`src/rtl/seg_scan_driver.sv`:
```
// Time-multiplexed seven-segment scan driver: one shared hex decoder, slot prescaler,
// and a shadow/active value pair that only swaps at frame boundaries so frames never tear.
module seg_scan_driver #(
  parameter int NUM_DIGITS     = 8,
  parameter int CLK_DIV        = 100000,
  parameter int BLANK_CYCLES   = 0,
  parameter bit SEG_ACTIVE_LOW = 1'b0,
  parameter bit DIG_ACTIVE_LOW = 1'b1
) (
  input  logic                      clk,
  input  logic                      rst_n,
  input  logic [4*NUM_DIGITS-1:0]   value_in,
  input  logic [NUM_DIGITS-1:0]     dp_in,
  input  logic                      blank_lz_in,
  input  logic                      load,
  output logic                      pending,
  output logic                      frame_done,
  output logic [7:0]                seg_out,
  output logic [NUM_DIGITS-1:0]     dig_out
);
  localparam int PW = $clog2(CLK_DIV);
  localparam int IW = $clog2(NUM_DIGITS);
  localparam logic [7:0]            SEG_OFF = {8{SEG_ACTIVE_LOW}};
  localparam logic [NUM_DIGITS-1:0] DIG_OFF = {NUM_DIGITS{DIG_ACTIVE_LOW}};

  typedef struct packed {
    logic [4*NUM_DIGITS-1:0] value;
    logic [NUM_DIGITS-1:0]   dp;
    logic                    blank_lz;
  } disp_t;

  logic [PW-1:0]         pcnt;
  logic [IW-1:0]         idx;
  logic                  tick, wrap, blank_slot, lz_blank;
  int                    pcnt_i;
  disp_t                 shadow, active, incoming;
  logic [3:0]            nib;
  logic [NUM_DIGITS-1:0] zero_above;
  logic [7:0]            seg_nxt;
  logic [NUM_DIGITS-1:0] dig_nxt;

  function automatic logic [7:0] hex_code(input logic [3:0] h);
    case (h)
      4'h0: hex_code = 8'hFC;  4'h1: hex_code = 8'h60;
      4'h2: hex_code = 8'hDA;  4'h3: hex_code = 8'hF2;
      4'h4: hex_code = 8'h66;  4'h5: hex_code = 8'hB6;
      4'h6: hex_code = 8'hBE;  4'h7: hex_code = 8'hE0;
      4'h8: hex_code = 8'hFE;  4'h9: hex_code = 8'hE6;
      4'hA: hex_code = 8'hEE;  4'hB: hex_code = 8'h3E;
      4'hC: hex_code = 8'h9C;  4'hD: hex_code = 8'h7A;
      4'hE: hex_code = 8'h9E;  default: hex_code = 8'h8E;
    endcase
  endfunction

  assign incoming   = {value_in, dp_in, blank_lz_in};
  assign tick       = (pcnt == PW'(CLK_DIV - 1));
  assign wrap       = tick && (idx == IW'(NUM_DIGITS - 1));
  assign pcnt_i     = int'(pcnt);
  assign blank_slot = (pcnt_i < BLANK_CYCLES);

  always_ff @(posedge clk or negedge rst_n) begin
    if (!rst_n) begin
      pcnt <= '0;
      idx  <= '0;
    end else if (tick) begin
      pcnt <= '0;
      idx  <= wrap ? '0 : idx + IW'(1);
    end else begin
      pcnt <= pcnt + PW'(1);
    end
  end

  // A load landing on the wrap cycle bypasses the shadow so it shows in the very next frame.
  always_ff @(posedge clk or negedge rst_n) begin
    if (!rst_n) begin
      shadow     <= '0;
      active     <= '0;
      pending    <= 1'b0;
      frame_done <= 1'b0;
    end else begin
      frame_done <= wrap;
      if (load) shadow <= incoming;
      if (wrap) begin
        active  <= load ? incoming : (pending ? shadow : active);
        pending <= 1'b0;
      end else if (load) begin
        pending <= 1'b1;
      end
    end
  end

  // zero_above[i]: nibbles i..NUM_DIGITS-1 of the active value are all zero.
  always_comb begin
    logic z;
    z          = 1'b1;
    zero_above = '0;
    for (int i = NUM_DIGITS - 1; i >= 0; i--) begin
      z             = z & (active.value[4*i +: 4] == 4'h0);
      zero_above[i] = z;
    end
  end

  assign nib      = active.value[4*idx +: 4];
  assign lz_blank = active.blank_lz && (idx != '0) && zero_above[idx];

  always_comb begin
    seg_nxt = 8'h00;
    dig_nxt = '0;
    if (!blank_slot) begin
      dig_nxt[idx] = 1'b1;
      seg_nxt      = lz_blank ? 8'h00 : hex_code(nib);
      seg_nxt[0]   = active.dp[idx];
    end
  end

  always_ff @(posedge clk or negedge rst_n) begin
    if (!rst_n) begin
      seg_out <= SEG_OFF;
      dig_out <= DIG_OFF;
    end else begin
      seg_out <= seg_nxt ^ SEG_OFF;
      dig_out <= dig_nxt ^ DIG_OFF;
    end
  end
endmodule

```
`config.mk`:
```
export PLATFORM = sky130hd
export DESIGN_NAME = seg_scan_driver
export DESIGN_NICKNAME = d
export VERILOG_FILES = /design/src/rtl/seg_scan_driver.sv
export SDC_FILE = /design/constraint.sdc
export NUM_CORES = 1
export LEC_CHECK = 0
export ABC_AREA = 1
export ABC_CLOCK_PERIOD_IN_PS = 1700
export CAP_MARGIN = 0
export CORE_UTILIZATION = 44
export CTS_CLUSTER_DIAMETER = 150
export DETAILED_ROUTE_END_ITERATION = 7
export GPL_ROUTABILITY_DRIVEN = 0
export PLACE_DENSITY = 0.67
export REMOVE_ABC_BUFFERS = 1
export SYNTH_ARGS = -nofsm -noshare
export SYNTH_HDL_FRONTEND = slang
export SYNTH_SLANG_ARGS = --single-unit
```
`constraint.sdc`:
```
create_clock -name clk -period 1.7 [get_ports clk]
set_input_delay 0.255 -clock clk [delete_from_list [all_inputs] [get_ports clk]]
set_output_delay 0.255 -clock clk [all_outputs]
set_load 0.02 [all_outputs]
```
[Yosys cells after proc, flatten, opt, wreduce, memory -nomap -nowiden]
Memories as Yosys holds them, arrays and structs flattened.
Index checks and enable logic that the tools add are counted.
Cells by class
  add/sub/neg operators: 2
  order comparisons: 3
  equality and inequality tests: 2
  shifts and indexed selects: 1
  mux-type cells: 15
  bitwise operators: 8
  reductions and logical operators: 16
Operators with widths (number)
  41-bit two-way mux: 2
  4-bit zero test: 8
  32-bit by 6-bit variable part select with 4-bit output: 1
  8-bit two-way mux: 3
  17-bit by 1-bit adder with 17-bit output, second input constant: 1
  17-bit == test, second input constant: 1
  17-bit by 1-bit < comparator with 1-bit output, second input constant: 1
  17-bit two-way mux: 1
  8-bit inverter: 1
  1-bit AND: 7
  1-bit binary-select mux with 3-bit select: 2
  1-bit two-way mux: 5
  1-bit logical AND: 4
  3-bit by 4-bit < comparator with 1-bit output, second input constant: 1
  2-bit nonzero test: 2
  3-bit by 1-bit adder with 3-bit output, second input constant: 1
  1-bit demux with 3-bit select: 1
  3-bit == test, second input constant: 1
  3-bit by 1-bit greater-or-equal comparator with 1-bit output, second input constant: 1
  3-bit two-way mux: 1
  3-bit nonzero test: 1
  2-bit AND reduction: 1
Word-level totals
  register bits: 120
  bits in read-only memories: 112
  output and inout port bits: 18
  memories: 1
Memory list
  (no name shown): depth 16, bits a word 7, read ports 1, clocked after Yosys merged registers in 0, write ports 0, RTL line 43  | case (h)

[Logic depth before layout (Yosys ltp)]
  depth in word-level cells: 13
  mapped depth: 15
  gate-level depth less buffers: 14

[Worst setup path before layout]
No wires, ideal clock.
  path kind: reg-to-reg
  from: register idx[0]
  to: register seg_out[2]
  setup time: 0.119 ns
  data arrival time: 1.753 ns
  required time: 1.581 ns
  setup slack: -0.172 ns
  stages on the path, launching flop included: 15
  clock period less this slack: 1.872 ns
  cells stage by stage: dfrtp_1 -> buf_4 -> buf_4 -> nand2_1 -> nand2_1 -> nand2_1 -> nand2_1 -> nand2_1 -> nand2_1 -> inv_1 -> ha_1 -> nand3_1 -> or2_1 -> nand2_1 -> nor2_1
Between the ends
  word-level cells in the longest chain between the ends: 5
Ends and longest elaborated chain
  start, declared: RTL line 33  | logic [IW-1:0] idx;
  start signal, assigned: RTL line 67  | idx <= wrap ? '0 : idx + IW'(1);
  parallel branches: the longest is 3 deep, another holds memory read 16 x 7 bit
  8-bit two-way mux *: RTL line 111  | seg_nxt = lz_blank ? 8'h00 : hex_code(nib);
  8-bit two-way mux *: RTL line 109  | if (!blank_slot) begin
  net seg_nxt[2]: RTL line 39  | logic [7:0] seg_nxt;
  end signal, assigned: RTL line 121  | seg_out <= seg_nxt ^ SEG_OFF;
  end, declared: RTL line 18  | output logic [7:0] seg_out,
Mark *: on every way through the listed nets, which the timed path passes. The select of a mux whose other input is x is not followed.
A chain may end at the register's enable or synchronous reset.

[Worst setup path in the final report]
  from: register idx[0]
  to: register seg_out[4]
The elaborated chain is that of the path after synthesis.

==> run summary <==
outcome -> complete, but fails checks
failing checks -> negative setup slack
Mean Syn Cell Area -> 8.15 µm²
Synth top area share -> 48.2%
average wire per standard cell -> 14.4 µm
Synth Area in Compound Gates -> 8.01%
largest cells by area after synthesis -> dfrtp_1 (48%), nand2_1 (18%), inv_1 (6.3%)
initial detailed-routing violation count -> 217
cell leakage power -> 4.10 nW
core outline area -> 12700 µm²
synth-to-layout area growth -> 42.1%
post-DP HPWL -> 9380 µm
Critical Path Start Type -> flip-flop
register area -> 3020 µm²
CTS tree -> built
Total Neg Setup Slack -> -3.29 ns
initial antenna violation count -> 0
Adder-Cell Fraction of Synth Area -> 1.94%
worst skew pair latency -> 0.42 ns
commonest non-fill, non-tap cell in the layout -> nand2_1
crit path max-delay cell type -> dfrtp_2
final worst setup slack -> -0.222 ns
global-route wire length before repair -> 21900 µm
clk slew on worst S/H paths -> 0.06 ns
DIE AREA -> 13700 µm²
Power Dens Cells -> 817 nW/µm²
DRC Markers -> 0
Crit path required time -> 2.01 ns
EDFF count, synth -> 0
Ports -> 62
Via density -> 4.90
GRT Max-Usage Layer -> met2
worst path cell trace -> clkinvlp_4 -> nand4_1 -> nand2_1 -> inv_1 -> nand2_2 -> nor2_4 -> ha_4 -> nand3_4 -> nand3_2 -> nand2_1 -> nor2_1
Worst Skew -> 0.00572 ns
Power, Total -> 0.00674 W
CTS sink cnt -> 120
largest area contributor in the netlist -> dfrtp_1
Worst path most repeated cell -> nand2_1
Slew Limit Fails -> 0
synthesized flop and latch total -> 120
CP Capture Type -> flip-flop
via count of the first global-routing pass -> 4734
Crit Path Max Fanout -> 6
port bufs -> 61
sequential area share after synthesis -> 51.9%
H-tree depth -> 4
total gr overflow -> 0
Arr. time, crit path -> 2.23 ns
fill cell total of the finished layout -> 1039
GR Util met1 -> 25.5%
TritonRoute pass-1 iters -> 6
row count -> 41
Vias -> 5067
final WL -> 14900 µm
xor/xnor cell area share of the yosys netlist -> 1.51%
Die Span X -> 117 µm
largest family of logic cells by synthesized area -> simple AND/OR/NAND/NOR gates
global-route usage over all layers -> 21.3%
GR Util met3 -> 4.99%
post-synthesis mux area share -> 0%
Worst Tran Pin Value -> 0.490 ns
most frequent cells in the layout -> nand2_1 (241), dfrtp_1 (109), inv_1 (89)
fmax -> 0.520 GHz
GR Layer Usage met2 -> 36.3%
RSZ-0062 raised after global routing -> yes
slowest stage delay, CP -> 0.45 ns
CTS root buf -> clkbuf_16
area occupied by multi-input gates -> 2680 µm²
Fin. Hold Viols -> 0
Routed Antenna Nets -> 0
Crit Path Class -> flip-flop to flip-flop
height of the die -> 117 µm
Final Setup Violations -> 43
max cap viols -> 0
worst hold margin -> 0.353 ns
predominant post-synthesis flop cell -> dfrtp_1
antenna cells -> 0
Final nets -> 903
worst hold path type -> input pin to async pin
Mapped Area -> 5810 µm²
Cells after Synth -> 713
simple-gate share of the synthesized area -> 27.5%
share of layout cells above drive strength 1 -> 29.9%
Max Buffers Root-to-Sink -> 2
Netlist cell types -> 31
crit share post-route -> 113%
maximum VDD drop -> 577 µV
initial core utilization -> 45.7%
slew margin rel. -> 67.3%
ys async rst share -> 100%
cts bufs inserted -> 17
post-route minimum period -> 1.92 ns
largest net degree at the start of global routing -> 40
Syn. warnings -> 0
-- area by class of cell --
type                       count  share of cell area [%]
multi-input combinational    472                    32.5
sequential                   120                    36.5
clock inverter                11                    1.20
timing repair inverter         1                  0.0910
timing repair buffer         137                    16.7
tap                          172                    2.61
inverter                     101                    4.74
clock buffer                  21                    5.70
-- Yosys cell counts (9+ instances only) --
library cell,n
clkbuf_1,9
dfrtp_1,112
nand2_1,279
xor2_1,10
a21oi_1,9
o21ai_2,41
nand3_1,29
inv_1,97
nor2_1,53
ha_1,9
-- worst paths after layout --
check / endpoint / cells after the start / slack, ns / start
worst max-delay path: seg_out[4] / 11 / -0.22 / idx[0]
worst max register to register: seg_out[4] / 11 / -0.22 / idx[0]
worst min-delay path: shadow[16] / 2 / 0.35 / rst_n
worst min register to register: shadow[37] / 2 / 0.46 / shadow[37]
max in group asynchronous: dig_out[4] / 3 / 0.72 / rst_n
min in group clk: shadow[38] / 3 / 0.39 / value_in[29]
-- worst max-delay path, delay by kind of cell (launching register included) --
kind | cells | cell delay, ns
fa+ha+maj | 1 | 0.25
buf+inv | 2 | 0.31
flops | 1 | 0.45
simple gates | 8 | 0.80
-- report_power, final --
group          internal (W)  switching (W)
combinational      0.000157       0.000218
clock               0.00211        0.00128
sequential          0.00295      0.0000235
total               0.00522        0.00152
-- routing by layer --
| metal | share of wire (%) | routed length, µm | vias to the layer above |
|---|---|---|---|
| met5 | 0 | 0 | - |
| met4 | 2.7 | 399 | 0 |
| met3 | 4.6 | 690 | 37 |
| met2 | 53 | 7860 | 162 |
| met1 | 40 | 5960 | 2403 |
| li1 | - | - | 2465 |
-- flip-flops by register name (all words and copies together), names as in the netlist --
| signal | flops |
|---|---|
| active | 41 |
| shadow | 41 |
| pcnt | 17 |
| dig_out | 8 |
| seg_out | 8 |
| idx | 3 |
| frame_done | 1 |
| pending | 1 |
-- per-stage QoR --
step	instance area, µm²	util (%)	setup slack (ns)	std cells
5_1_grt	8250	64.9	-0.256	1035
6_report	8250	64.9	-0.222	1035
2_1_floorplan	5650	-	-0.595	691
3_5_place_dp	6880	54.1	-0.208	971
3_3_place_gp	6880	54.1	-0.113	971
4_1_cts	7650	60.1	-0.0869	1014
-- kinds of logic after synthesis --
family	count (synthesis)
simple gates	391
buf+inv	123
flops	120
compound gates	60
xor+xnor	10
fa+ha+maj	9
-- what timing repair did --
item | 4_1_cts | 5_1_grt
hold endpoints to repair | 28 | 0
hold buffers | 1 | 0
resized for setup | 50 | 96
gates cloned | 4 | 9
buffers inserted | 6 | 12
setup endpoints to repair | 17 | 53
pin swaps | 5 | 37
No activity file was read; power rests on OpenSTA's default activity.
